File: config.mk
export PLATFORM = sky130hd
export DESIGN_NAME = fwd_select_ctrl
export DESIGN_NICKNAME = d
export VERILOG_FILES = /design/src/rtl/fwd_select_ctrl.sv
export SDC_FILE = /design/constraint.sdc
export NUM_CORES = 1
export LEC_CHECK = 0
export BUFFER_PORTS_ARGS = -buffer_cell sky130_fd_sc_hd__buf_2
export CAP_MARGIN = 20
export CORE_ASPECT_RATIO = 0.75
export CORE_MARGIN = 1.5
export CORE_UTILIZATION = 30
export CTS_CLUSTER_SIZE = 16
export DETAILED_ROUTE_END_ITERATION = 10
export GPL_ROUTABILITY_DRIVEN = 0
export PLACE_DENSITY = 0.61
export SLEW_MARGIN = 20
export SYNTH_ARGS = -nofsm -noshare
export SYNTH_HDL_FRONTEND = slang
export SYNTH_SLANG_ARGS = --single-unit
File: constraint.sdc
create_clock -name clk -period 3.35 [get_ports clk]
set_input_delay 0.335 -clock clk [delete_from_list [all_inputs] [get_ports clk]]
set_output_delay 0.335 -clock clk [all_outputs]
set_load 0.005 [all_outputs]
File: src/rtl/fwd_select_ctrl.sv
// ----------------------------------------------------------------------------
// fwd_select_ctrl
// Produces the registered 2-bit select codes for the two EX-stage 4:1 operand
// muxes and stalls issue on a load-use hazard.
//   sel code: 00 regfile, 01 EX/MEM, 10 MEM/WB, 11 WB bypass
// The destination tags of the three older in-flight instructions are kept in
// slots s1 (EX), s2 (MEM) and s3 (WB). The slots advance on every clock edge.
// On each edge s1 loads either the issuing instruction or a bubble.
//
// Optional feature: define FWD_PERF_CNT_EN to build a saturating load-use
// stall counter. Without it stall_cnt is tied to zero and no counter flops
// exist.
//
// Ports
//   clk, rst_n        clock, asynchronous active-low reset
//   id_valid          ID stage presents an instruction
//   id_rs1, id_rs2    source registers of the ID instruction
//   id_rd             destination register of the ID instruction
//   id_reg_write      ID instruction writes id_rd
//   id_is_load        ID instruction is a load
//   flush             squash the ID instruction this cycle
//   id_ready          combinational accept of the ID instruction
//   ex_valid          registered, EX holds a real instruction
//   sel_a, sel_b      registered operand mux selects for the EX instruction
//   stall_cnt         registered load-use stall count (zero when disabled)
// ----------------------------------------------------------------------------
module fwd_select_ctrl #(
    parameter int REG_AW = 5,
    parameter int CNT_W  = 16
) (
    input  logic              clk,
    input  logic              rst_n,
    input  logic              id_valid,
    input  logic [REG_AW-1:0] id_rs1,
    input  logic [REG_AW-1:0] id_rs2,
    input  logic [REG_AW-1:0] id_rd,
    input  logic              id_reg_write,
    input  logic              id_is_load,
    input  logic              flush,
    output logic              id_ready,
    output logic              ex_valid,
    output logic [1:0]        sel_a,
    output logic [1:0]        sel_b,
    output logic [CNT_W-1:0]  stall_cnt
);

    localparam logic [REG_AW-1:0] REG_ZERO = {REG_AW{1'b0}};

    // Only s1 needs the load flag: a load that has reached MEM/WB can forward.
    logic              s1_vld_r, s1_wr_r, s1_ld_r;
    logic [REG_AW-1:0] s1_rd_r;
    logic              s2_vld_r, s2_wr_r;
    logic [REG_AW-1:0] s2_rd_r;
    logic              s3_vld_r, s3_wr_r;
    logic [REG_AW-1:0] s3_rd_r;

    logic              ex_valid_r;
    logic [1:0]        sel_a_r, sel_b_r;
    logic              load_use_s;
    logic              issue_s;
    logic [1:0]        sel_a_s, sel_b_s;

    // A slot forwards to a source only if it really writes that register;
    // x0 is constant zero and never forwarded.
    function automatic logic wr_match(input logic vld, input logic wr,
                                      input logic [REG_AW-1:0] rd,
                                      input logic [REG_AW-1:0] rs);
        return vld & wr & (rd == rs) & (rs != REG_ZERO);
    endfunction

    // Youngest producer wins: EX/MEM over MEM/WB over WB bypass.
    function automatic logic [1:0] pick_sel(input logic m1, input logic m2,
                                            input logic m3);
        logic [1:0] s;
        if (m1) begin
            s = 2'b01;
        end else if (m2) begin
            s = 2'b10;
        end else if (m3) begin
            s = 2'b11;
        end else begin
            s = 2'b00;
        end
        return s;
    endfunction

    // Hazard detection and issue handshake; both sources are checked even if
    // the instruction does not use them.
    always_comb begin
        load_use_s = id_valid & s1_vld_r & s1_wr_r & s1_ld_r & (s1_rd_r != REG_ZERO) &
                     ((s1_rd_r == id_rs1) | (s1_rd_r == id_rs2));
        id_ready   = ~load_use_s & ~flush;
        issue_s    = id_valid & id_ready;
    end

    // Next-cycle operand selects; bubbles always select the register file.
    always_comb begin
        sel_a_s = 2'b00;
        sel_b_s = 2'b00;
        if (issue_s) begin
            sel_a_s = pick_sel(wr_match(s1_vld_r, s1_wr_r, s1_rd_r, id_rs1),
                               wr_match(s2_vld_r, s2_wr_r, s2_rd_r, id_rs1),
                               wr_match(s3_vld_r, s3_wr_r, s3_rd_r, id_rs1));
            sel_b_s = pick_sel(wr_match(s1_vld_r, s1_wr_r, s1_rd_r, id_rs2),
                               wr_match(s2_vld_r, s2_wr_r, s2_rd_r, id_rs2),
                               wr_match(s3_vld_r, s3_wr_r, s3_rd_r, id_rs2));
        end else begin
            sel_a_s = 2'b00;
            sel_b_s = 2'b00;
        end
    end

    // Pipeline tag slots: older instructions always advance, s1 takes the
    // issuing instruction or a bubble.
    always_ff @(posedge clk or negedge rst_n) begin
        if (!rst_n) begin
            s1_vld_r <= 1'b0;
            s1_wr_r  <= 1'b0;
            s1_ld_r  <= 1'b0;
            s1_rd_r  <= REG_ZERO;
            s2_vld_r <= 1'b0;
            s2_wr_r  <= 1'b0;
            s2_rd_r  <= REG_ZERO;
            s3_vld_r <= 1'b0;
            s3_wr_r  <= 1'b0;
            s3_rd_r  <= REG_ZERO;
        end else begin
            s3_vld_r <= s2_vld_r;
            s3_wr_r  <= s2_wr_r;
            s3_rd_r  <= s2_rd_r;
            s2_vld_r <= s1_vld_r;
            s2_wr_r  <= s1_wr_r;
            s2_rd_r  <= s1_rd_r;
            if (issue_s) begin
                s1_vld_r <= 1'b1;
                s1_wr_r  <= id_reg_write;
                s1_ld_r  <= id_is_load;
                s1_rd_r  <= id_rd;
            end else begin
                s1_vld_r <= 1'b0;
                s1_wr_r  <= 1'b0;
                s1_ld_r  <= 1'b0;
                s1_rd_r  <= REG_ZERO;
            end
        end
    end

    // Registered EX-stage outputs.
    always_ff @(posedge clk or negedge rst_n) begin
        if (!rst_n) begin
            ex_valid_r <= 1'b0;
            sel_a_r    <= 2'b00;
            sel_b_r    <= 2'b00;
        end else begin
            ex_valid_r <= issue_s;
            sel_a_r    <= sel_a_s;
            sel_b_r    <= sel_b_s;
        end
    end

    assign ex_valid = ex_valid_r;
    assign sel_a    = sel_a_r;
    assign sel_b    = sel_b_r;

`ifdef FWD_PERF_CNT_EN
    localparam logic [CNT_W-1:0] CNT_MAX = {CNT_W{1'b1}};
    localparam logic [CNT_W-1:0] CNT_ONE = {{(CNT_W-1){1'b0}}, 1'b1};

    logic             stall_evt_s;
    logic [CNT_W-1:0] stall_cnt_r;

    // A flushed cycle is not a stall even if the hazard is present.
    assign stall_evt_s = id_valid & load_use_s & ~flush;

    // Saturating stall counter, cleared only by reset.
    always_ff @(posedge clk or negedge rst_n) begin
        if (!rst_n) begin
            stall_cnt_r <= {CNT_W{1'b0}};
        end else if (stall_evt_s && (stall_cnt_r != CNT_MAX)) begin
            stall_cnt_r <= stall_cnt_r + CNT_ONE;
        end else begin
            stall_cnt_r <= stall_cnt_r;
        end
    end

    assign stall_cnt = stall_cnt_r;
`else
    assign stall_cnt = {CNT_W{1'b0}};
`endif

endmodule

### Word level (Yosys, flattened, before mapping)

Index checks and enable logic that the tools add are counted.

* register bits after elaboration: 27
* input bits: 21
* output and inout port bits: 22
* logic and storage cells: 59

* eq/ne operators: 6
* multiplexer cells: 12
* bitwise operators: 25
* reduce and logical (&&, ||, !) cells: 3

Operator list (count)
* $eq A5 B5 Y1: 6
* $and A1 B1 Y1: 22
* $mux W2: 8
* $reduce_bool A5 Y1: 3
* $mux W5: 1
* $mux W1: 3
* $not A1 Y1: 2
* $or A1 B1 Y1: 1

### Depth between registers and ports, before layout

Gate-level depths: netlist of run 1.

* depth after elaboration: 9
* mapped depth: 6
* gate-level depth less buffers: 5

### Least setup slack after synthesis of run 1

No wires, ideal clock.

* kind: reg-to-output
* start: reg s1_rd_r[1]
* end: out id_ready
* arrival time: 1495 ps
* required time: 3015 ps
* setup slack: 1520 ps
* cell stages (with the launch flop): 6
* path buffers: 1
* cells stage by stage: dfrtp_1 or4_4 o2111ai_2 a21oi_2 buf_6 a21oi_1

* longest elaborated chain between the ends: 5
* elaborated cells between the ends (all ways): 8
* classes of those cells: 2 x eq/ne; 5 x bitwise; 1 x reduce/logical

RTL lines
* start: declaration: line 51 `logic [REG_AW-1:0] s1_rd_r;`
* start signal: assignment: line 138 `s1_rd_r <= id_rd;`
* $eq A5 B5 Y1 or $reduce_bool A5 Y1 (tied branches): line 91, 90
* $or A1 B1 Y1 or $and A1 B1 Y1 (tied branches): line 91, 90
* $and A1 B1 Y1 (*): line 90 `load_use_s = id_valid & s1_vld_r & s1_wr_r & s1_ld_r & (s1_rd_r != REG_ZERO) &`
* $not A1 Y1 (*): line 92 `id_ready = ~load_use_s & ~flush;`
* $and A1 B1 Y1 (*): line 92
* end: declaration: line 40 `output logic id_ready,`

Mark *: on every way between the ends. The rest lies on a longest branch, timed or not.

### Worst setup path in the final report of run 1

* start: reg s1_rd_r[2]
* end: out id_ready

Same word-level chain as after synthesis.

==> flow_summary.toml, run 1 <==
[run_status]
run_status = "finished clean"

[floorplanning]
rows = 21
die_y_um = 61.7
initial_core_util_pct = 31.0
dieArea_um2 = 5010
core_region_area_um2 = 4440
die_x_um = 81.2
io_pins = 43

[clock_tree]
clock-root-buffer = "clkbuf_8"
clock-sinks = 26
cts_setup_buffers = 0
path_clk_slew_ps = 90
cts.hold.buffers_added = 0
cts_resized = 0
h-tree-depth = 1
clockBufferDepth = 2
cts_tree = "yes"
cts_made_buffers = 3
worstSkewPairLatency_ps = 280

[logic_synthesis]
synthTopCellsByArea = "dfrtp_1, xnor2_1, buf_4, nor3b_2, xor2_1"
async_flop_share_pct = 100
synth_cell_type_count = 24
ys_ff_latch = 26
synth-edff-count = 0
syn-mean-instance-area_um2 = 11.7
yosysTopAreaCell = "dfrtp_1"
yosysTopAreaCellShare_pct = 47.2
synth.most_common_cell = "dfrtp_1"
syn_inst = 118
yosysWarnings = 0
ys_seq_area_share_pct = 47.2
ys.flop_type = "dfrtp_1"
synth_common_cells = "dfrtp_1, xnor2_1, buf_4"
synthesis.area_um2 = 1380

[power_and_ir_drop]
powerDensity_nw_per_um2 = 426
ir_worst_vdd_v = 0.000219
p_leak_nw = 0.684

[timing]
hold_viol = 0
finalCritPeriodShare_pct = 74.9
tightest_slew_ps = 791
rsz0062_at_grt = "false"
max_freq_mhz = 399
slew_headroom_pct = 47.3
final-setup-viol-count = 0
skew_ps = 1.62
setup_slack_ps = 841
final-max-slew-violation-count = 0
finalSetupTns_ps = 0
min_period_ps = 2510

[route]
dr.pass1.iters = 4
ant_nets = 0
wl_per_cell_um = 12.5
viasPerCell = 4.37
vias = 883
wl_mm = 2.54
drc = 0
drt_iter0_drc = 20

[flow_run]
maxCapViolCount = 0

[grt]
antenna_found_initial = 0
overflow = 0
grtUsageTotal_pct = 11.9
grt_pass1_wl_mm = 4.27
grt_max_degree = 27
grt_pass1_vias = 885

[placed_design]
io_buffers = 26
placedCellCount = 198
dpl.hpwl_mm = 2.00
post-place-ws_ps = 1130

[setup_path]
end_kind = "output port"
arrival_ps = 2170
slowest_stage = "a21oi_2"
crit_chain = "xor2_1 -> nor3_1 -> nand3_1 -> a21oi_2 -> a21oi_1 -> buf_2"
cp_max_fo = 13
cp_data_required_time_ps = 3010
startpoint_type = "flip-flop"
slowest_delay_ps = 660
crit_type = "flip-flop to output port"

[finish]
fin_nets = 167
stdcell_count = 202
antenna_cells = 0
utilization_pct = 35.4
drive_above_1_share_pct = 30.3
nFillCells = 452
area_growth_pct = 14.1

[worst_hold_path]
holdCritPathClass = "primary input to asynchronous set/reset pin"
-- cells by family (layout without fill, tap and decap cells) --
| logic type | count (synthesis) | after routing | share of synthesized area (%) |
|---|---|---|---|
| compound gates | 5 | 5 | 3.90 |
| simple gates | 38 | 38 | 19.7 |
| buf+inv | 18 | 30 | 9.81 |
| xor+xnor | 30 | 30 | 19.1 |
| other cells | 1 | 16 | 0.272 |
| flops | 26 | 26 | 47.2 |
-- power by group --
group | switching (W) | leakage, nW | internal [W]
sequential | 0.0000109 | 0.350 | 0.000324
clock | 0.000100 | 0.0357 | 0.000160
combinational | 0.0000388 | 0.298 | 0.0000349
-- worst max-delay path: cells and delay by family, from the launching register on --
family,cells,cell delay [ps]
flip-flops,1,440
AND/OR/NAND/NOR,2,310
XOR/XNOR,1,180
AO/OA/AOI/OAI,2,800
buffers and inverters,1,150
-- sequential cells by signal (all words and copies together), names as in the netlist --
register / count
s2_rd_r: 5
s1_wr_r: 1
sel_b: 2
s1_rd_r: 5
sel_a: 2
s3_rd_r: 5
s1_ld_r: 1
s3_vld_r: 1
s2_wr_r: 1
ex_valid: 1
s3_wr_r: 1
s2_vld_r: 1
-- cells in the final DEF (no fill, tap or decap) --
master | synthesis | routed
a211oi_2 | 2 | 2
a21oi_1 | 1 | 1
a21oi_2 | 1 | 1
buf_2 | 0 | 26
bufinv_16 | 0 | 1
clkbuf_8 | 0 | 3
conb_1 | 1 | 16
dfrtp_1 | 26 | 26
nand2_1 | 2 | 2
nand2b_1 | 3 | 3
nand3_1 | 4 | 4
nand4_1 | 4 | 4
nor2_1 | 3 | 3
nor2_2 | 2 | 2
nor3_1 | 4 | 4
nor3b_2 | 7 | 7
nor4_1 | 2 | 2
nor4b_1 | 2 | 2
o2111ai_2 | 1 | 1
or3_1 | 2 | 2
or4_1 | 2 | 2
or4_4 | 1 | 1
xnor2_1 | 22 | 22
xor2_1 | 8 | 8
-- per-stage QoR --
step | hold slack [ps] | area, µm² | power [W]
floorplan | 39.4 | 1430 | 0.000395
global placement | 357 | 1500 | 0.000416
detailed placement | 361 | 1500 | 0.000416
CTS | 51.3 | 1570 | 0.000677
global route | 76.2 | 1570 | 0.000703
finish | 37.1 | 1570 | 0.000669
-- worst paths after layout --
path	slack [ps]	start	depth (start not counted)	endpoint
hold / removal	40	rst_n	1	ex_valid
setup reg to reg	1430	s1_rd_r[2]	5	sel_a[1]
setup / recovery	840	s1_rd_r[2]	6	id_ready
max in group asynchronous	2950	rst_n	1	sel_b[0]
min in group clk	300	id_rd[1]	2	s1_rd_r[1]
hold reg to reg	380	s2_vld_r	0	s3_vld_r
-- area by class of cell --
cell class	count	area (µm²)	area share, %
well taps	57	71.3	4.54
flip-flops and latches	26	651	41.4
clock buffers	3	41.3	2.63
repair buffers	26	130	8.28
clock inverters	1	30.0	1.91
multi-input cells	89	648	41.2
-- metal layers --
layer / vias up / track usage, % / share of wire [%]
met3: 5 / 3.70 / 5.5
met2: 33 / 18.9 / 47
met4: 0 / 5.91 / 1.8
met1: 421 / 14.9 / 46
met5: - / 0 / 0
li1: 424 / - / -
Power figures use the tool's default switching activity.
==> inputs of run 2 (changes only) <==
==> constraint.sdc (replaced) <==
create_clock -name clk -period 2.38 [get_ports clk]
set_input_delay 0.238 -clock clk [delete_from_list [all_inputs] [get_ports clk]]
set_output_delay 0.238 -clock clk [all_outputs]
set_load 0.005 [all_outputs]
==> flow_summary.toml, run 2 (synthesis gave the netlist of run 1 again) <==
[timing]
hold_viol = 0
final-setup-viol-count = 0
tightest_slew_ps = 626
skew_ps = 3.76
finalCritPeriodShare_pct = 86.6
max_freq_mhz = 485
rsz0062_at_grt = "false"
min_period_ps = 2060
finalSetupTns_ps = 0
final-max-slew-violation-count = 0
slew_headroom_pct = 58.3

[clock_tree]
clockBufferDepth = 2
clock-sinks = 26
worstSkewPairLatency_ps = 260
clock-root-buffer = "clkbuf_8"
cts_made_buffers = 3
h-tree-depth = 1
cts_tree = "yes"
path_clk_slew_ps = 80

[finish]
reg.largest.list = "s1_rd_r (5), s2_rd_r (5), s3_rd_r (5)"
nFillCells = 436
multi_input_area_um2 = 656
final_cell_mix = "dfrtp_1, buf_2, xnor2_1"
stdcell_count = 208
drive_above_1_share_pct = 32.5
area_growth_pct = 16.4
antenna_cells = 0
seqCellArea_um2 = 651
fin_nets = 174

[power_and_ir_drop]
p_leak_nw = 0.707
powerDensity_nw_per_um2 = 505
ir_worst_vdd_v = 0.000338

[route]
drt_iter0_drc = 7
vias = 888
drc = 0
wl_mm = 2.63
wl_per_cell_um = 12.6
dr.pass1.iters = 4
ant_nets = 0
viasPerCell = 4.27

[setup_path]
startpoint_type = "flip-flop"
crit_family = "simple AND/OR/NAND/NOR gates"
reg2reg_depth = 5
reg2reg_to = "sel_b[1]"
crit_chain = "or4_4 -> o2111ai_2 -> a21oi_4 -> a21oi_1 -> buf_2"
crit_type = "flip-flop to output port"
rrSetupSlack_ps = 510
end_kind = "output port"
slowest_stage = "or4_4"
worstReg2RegStart = "s1_rd_r[1]"
cp_max_fo = 8
arrival_ps = 1820
crit_buf_inv = 1
cp_data_required_time_ps = 2140
slowest_delay_ps = 550

[grt]
grt_pass1_wl_mm = 4.44
grt_pass1_vias = 920
grtUsageTotal_pct = 12.0
overflow = 0
antenna_found_initial = 0
grt_max_degree = 27

[floorplanning]
initial_core_util_pct = 31.0
io_pins = 43
die_y_um = 61.7
core_region_area_um2 = 4440
rows = 21
dieArea_um2 = 5010
die_x_um = 81.2

[placed_design]
io_buffers = 26
dpl.hpwl_mm = 2.04
placedCellCount = 198

[worst_hold_path]
hp-start = "id_is_load"
whs_path_depth = 2
holdCritPathClass = "primary input to flip-flop"
min_to = "s1_ld_r"

[flow_run]
maxCapViolCount = 0

[run_status]
run_status = "finished clean"
-- run 2: cell count changes in the layout (fill, tap and decap cells not counted) --
cell / previous run / this run
a21oi_2: 1 / 0
a21oi_4: 0 / 1
buf_4: 0 / 6
bufinv_16: 1 / 0
dlygate4sd3_1: 0 / 1
-- run 2: per-layer routing --
metal / GRT usage, % / wire, µm / up-vias
li1: - / - / 433
met5: 0 / 0 / -
met4: 2.46 / 13 / 0
met3: 3.70 / 113 / 2
met1: 15.7 / 1260 / 427
met2: 19.8 / 1240 / 26
-- run 2: area by class of cell --
cell class	instances	area share, %
repair buffers	33	11.5
flip-flops and latches	26	40.6
multi-input cells	89	40.9
well taps	57	4.45
clock buffers	3	2.57
-- run 2: worst max-delay path by stage --
stage,startpoint,end,slack [ps],cells past startpoint
floorplan,s1_rd_r[1],id_ready,650,5
global placement,s1_rd_r[2],id_ready,340,6
detailed placement,s1_rd_r[2],id_ready,290,6
CTS,s1_rd_r[3],id_ready,140,6
global route,s1_rd_r[1],id_ready,180,5
finish,s1_rd_r[1],id_ready,320,5
-- run 2: power breakdown --
group          internal [W]  switching [W]  total, W  leakage, nW
Combinational     0.0000503      0.0000564  0.000107        0.335
Sequential         0.000456      0.0000157  0.000472        0.350
Clock              0.000113       0.000119  0.000232       0.0216
-- run 2: metrics by stage --
stage / utilization (%) / hold WS, ps / power, W / area (µm²) / setup WS [ps]
after global placement: 33.8 / 271 / 0.000586 / 1500 / 343
after CTS: 35.1 / 221 / 0.000822 / 1560 / 137
after floorplan: - / -57.6 / 0.000556 / 1430 / 647
final: 36.1 / 224 / 0.000811 / 1600 / 320
after detailed placement: 33.8 / 266 / 0.000586 / 1500 / 286
after global routing: 36.1 / 228 / 0.000858 / 1600 / 180
-- run 2: repair_timing --
item	4_1_cts	5_1_grt
pin swaps	0	1
hold buffers	1	0
endpoints found under the setup margin	1	1
resized for setup	1	0
cloned	0	0
hold endpoints to repair	26	0
buffers inserted	0	6
==> inputs of run 3 (changes only) <==
--- a/config.mk
+++ b/config.mk
@@ -14,6 +14,7 @@
 export DETAILED_ROUTE_END_ITERATION = 10
 export GPL_ROUTABILITY_DRIVEN = 0
 export PLACE_DENSITY = 0.61
+export SETUP_SLACK_MARGIN = 0.4
 export SLEW_MARGIN = 20
 export SYNTH_ARGS = -nofsm -noshare
 export SYNTH_HDL_FRONTEND = slang
==> flow_summary.toml, run 3 (synthesis gave the netlist of run 1 again) <==
[setup_path]
crit_type = "flip-flop to output port"
crit_chain = "or4_4 -> o2111ai_4 -> a21oi_4 -> a21oi_2 -> buf_2"
slowest_stage = "or4_4"
arrival_ps = 1740
slowest_delay_ps = 560
startpoint_type = "flip-flop"
cp_data_required_time_ps = 2140
end_kind = "output port"
cp_max_fo = 3
crit_buf_inv = 1
crit_family = "simple AND/OR/NAND/NOR gates"

[floorplanning]
rows = 21
dieArea_um2 = 5010
io_pins = 43
core_region_area_um2 = 4440
die_y_um = 61.7
die_x_um = 81.2
initial_core_util_pct = 31.0

[route]
drt_iter0_drc = 13
viasPerCell = 4.36
drc = 0
vias = 903
wl_mm = 2.68
wl_per_cell_um = 12.9
dr.pass1.iters = 4
ant_nets = 0

[finish]
drive_above_1_share_pct = 34.0
final_cell_mix = "dfrtp_1, buf_2, xnor2_1"
reg.largest.list = "s1_rd_r (5), s2_rd_r (5), s3_rd_r (5)"
multi_input_area_um2 = 681
nFillCells = 434
fin_nets = 173
seqCellArea_um2 = 651
antenna_cells = 0
area_growth_pct = 17.7

[placed_design]
dpl.hpwl_mm = 2.04
post-place-ws_ps = 286
io_buffers = 26

[grt]
antenna_found_initial = 0
grt_pass1_vias = 937
overflow = 0
grtUsageTotal_pct = 12.2
grt_pass1_wl_mm = 4.52
grt_max_degree = 27

[timing]
rsz0062_at_grt = "true"
final-setup-viol-count = 0
hold_viol = 0
setup_slack_ps = 401
final-max-slew-violation-count = 0
max_freq_mhz = 505
slew_headroom_pct = 59.6
finalCritPeriodShare_pct = 83.1
finalSetupTns_ps = 0
tightest_slew_ps = 606
min_period_ps = 1980
skew_ps = 2.17

[flow_run]
maxCapViolCount = 0

[clock_tree]
h-tree-depth = 1
clock-sinks = 26
worstSkewPairLatency_ps = 260
cts_tree = "yes"
clock-root-buffer = "clkbuf_8"
clockBufferDepth = 2
path_clk_slew_ps = 80
cts_made_buffers = 3

[worst_hold_path]
holdCritPathClass = "primary input to flip-flop"

[power_and_ir_drop]
powerDensity_nw_per_um2 = 509
p_leak_nw = 0.702
ir_worst_vdd_v = 0.000370

[run_status]
run_status = "finished clean"
-- run 3: power breakdown --
group / internal (W) / leakage [nW] / switching [W]
registers: 0.000456 / 0.350 / 0.0000157
clock network: 0.000113 / 0.0216 / 0.000125
logic: 0.0000542 / 0.330 / 0.0000615
-- run 3: what timing repair did --
action,CTS,global route
hold buffers,1,0
setup endpoints to repair,1,1
pin swaps,1,4
hold endpoints to repair,26,0
resized for setup,1,4
buffers inserted,5,0
-- run 3: metrics by stage --
stage	utilization, %	area, µm²	power, W	hold WS (ps)	cells
CTS	36.0	1600	0.000826	221	207
global route	36.5	1620	0.000869	228	207
finish	36.5	1620	0.000826	224	207
detailed placement	33.8	1500	0.000586	266	198
floorplan	-	1430	0.000556	-57.6	133
global placement	33.8	1500	0.000586	271	198
-- run 3: final cells by class --
type                            count  area share (%)
Multi-Input combinational cell     89            42.0
Sequential cell                    26            40.1
Tap cell                           57            4.40
Timing Repair Buffer               32            11.0
Clock buffer                        3            2.55
-- run 3: worst register-to-register path, delay by kind of cell, from the launching register on --
kind            cells  cell delay, ps
compound gates      2             300
buf+inv             1             200
flops               1             390
simple gates        2             900
-- run 3: layer usage --
metal / global-route usage (%) / wire, µm / up-vias
li1: - / - / 432
met1: 16.1 / 1250 / 430
met5: 0 / 0 / -
met4: 2.96 / 26 / 0
met2: 19.9 / 1240 / 37
met3: 3.85 / 162 / 4
-- run 3: final timing paths --
path | start | to | slack (ps) | cells past startpoint
max | s1_rd_r[2] | id_ready | 400 | 5
min | id_is_load | s1_ld_r | 220 | 2
max reg2reg | s1_rd_r[2] | sel_b[1] | 480 | 5
min reg2reg | s2_vld_r | s3_vld_r | 390 | 0
max in group asynchronous | rst_n | sel_a[0] | 1510 | 2
min in group asynchronous | rst_n | ex_valid | 490 | 2
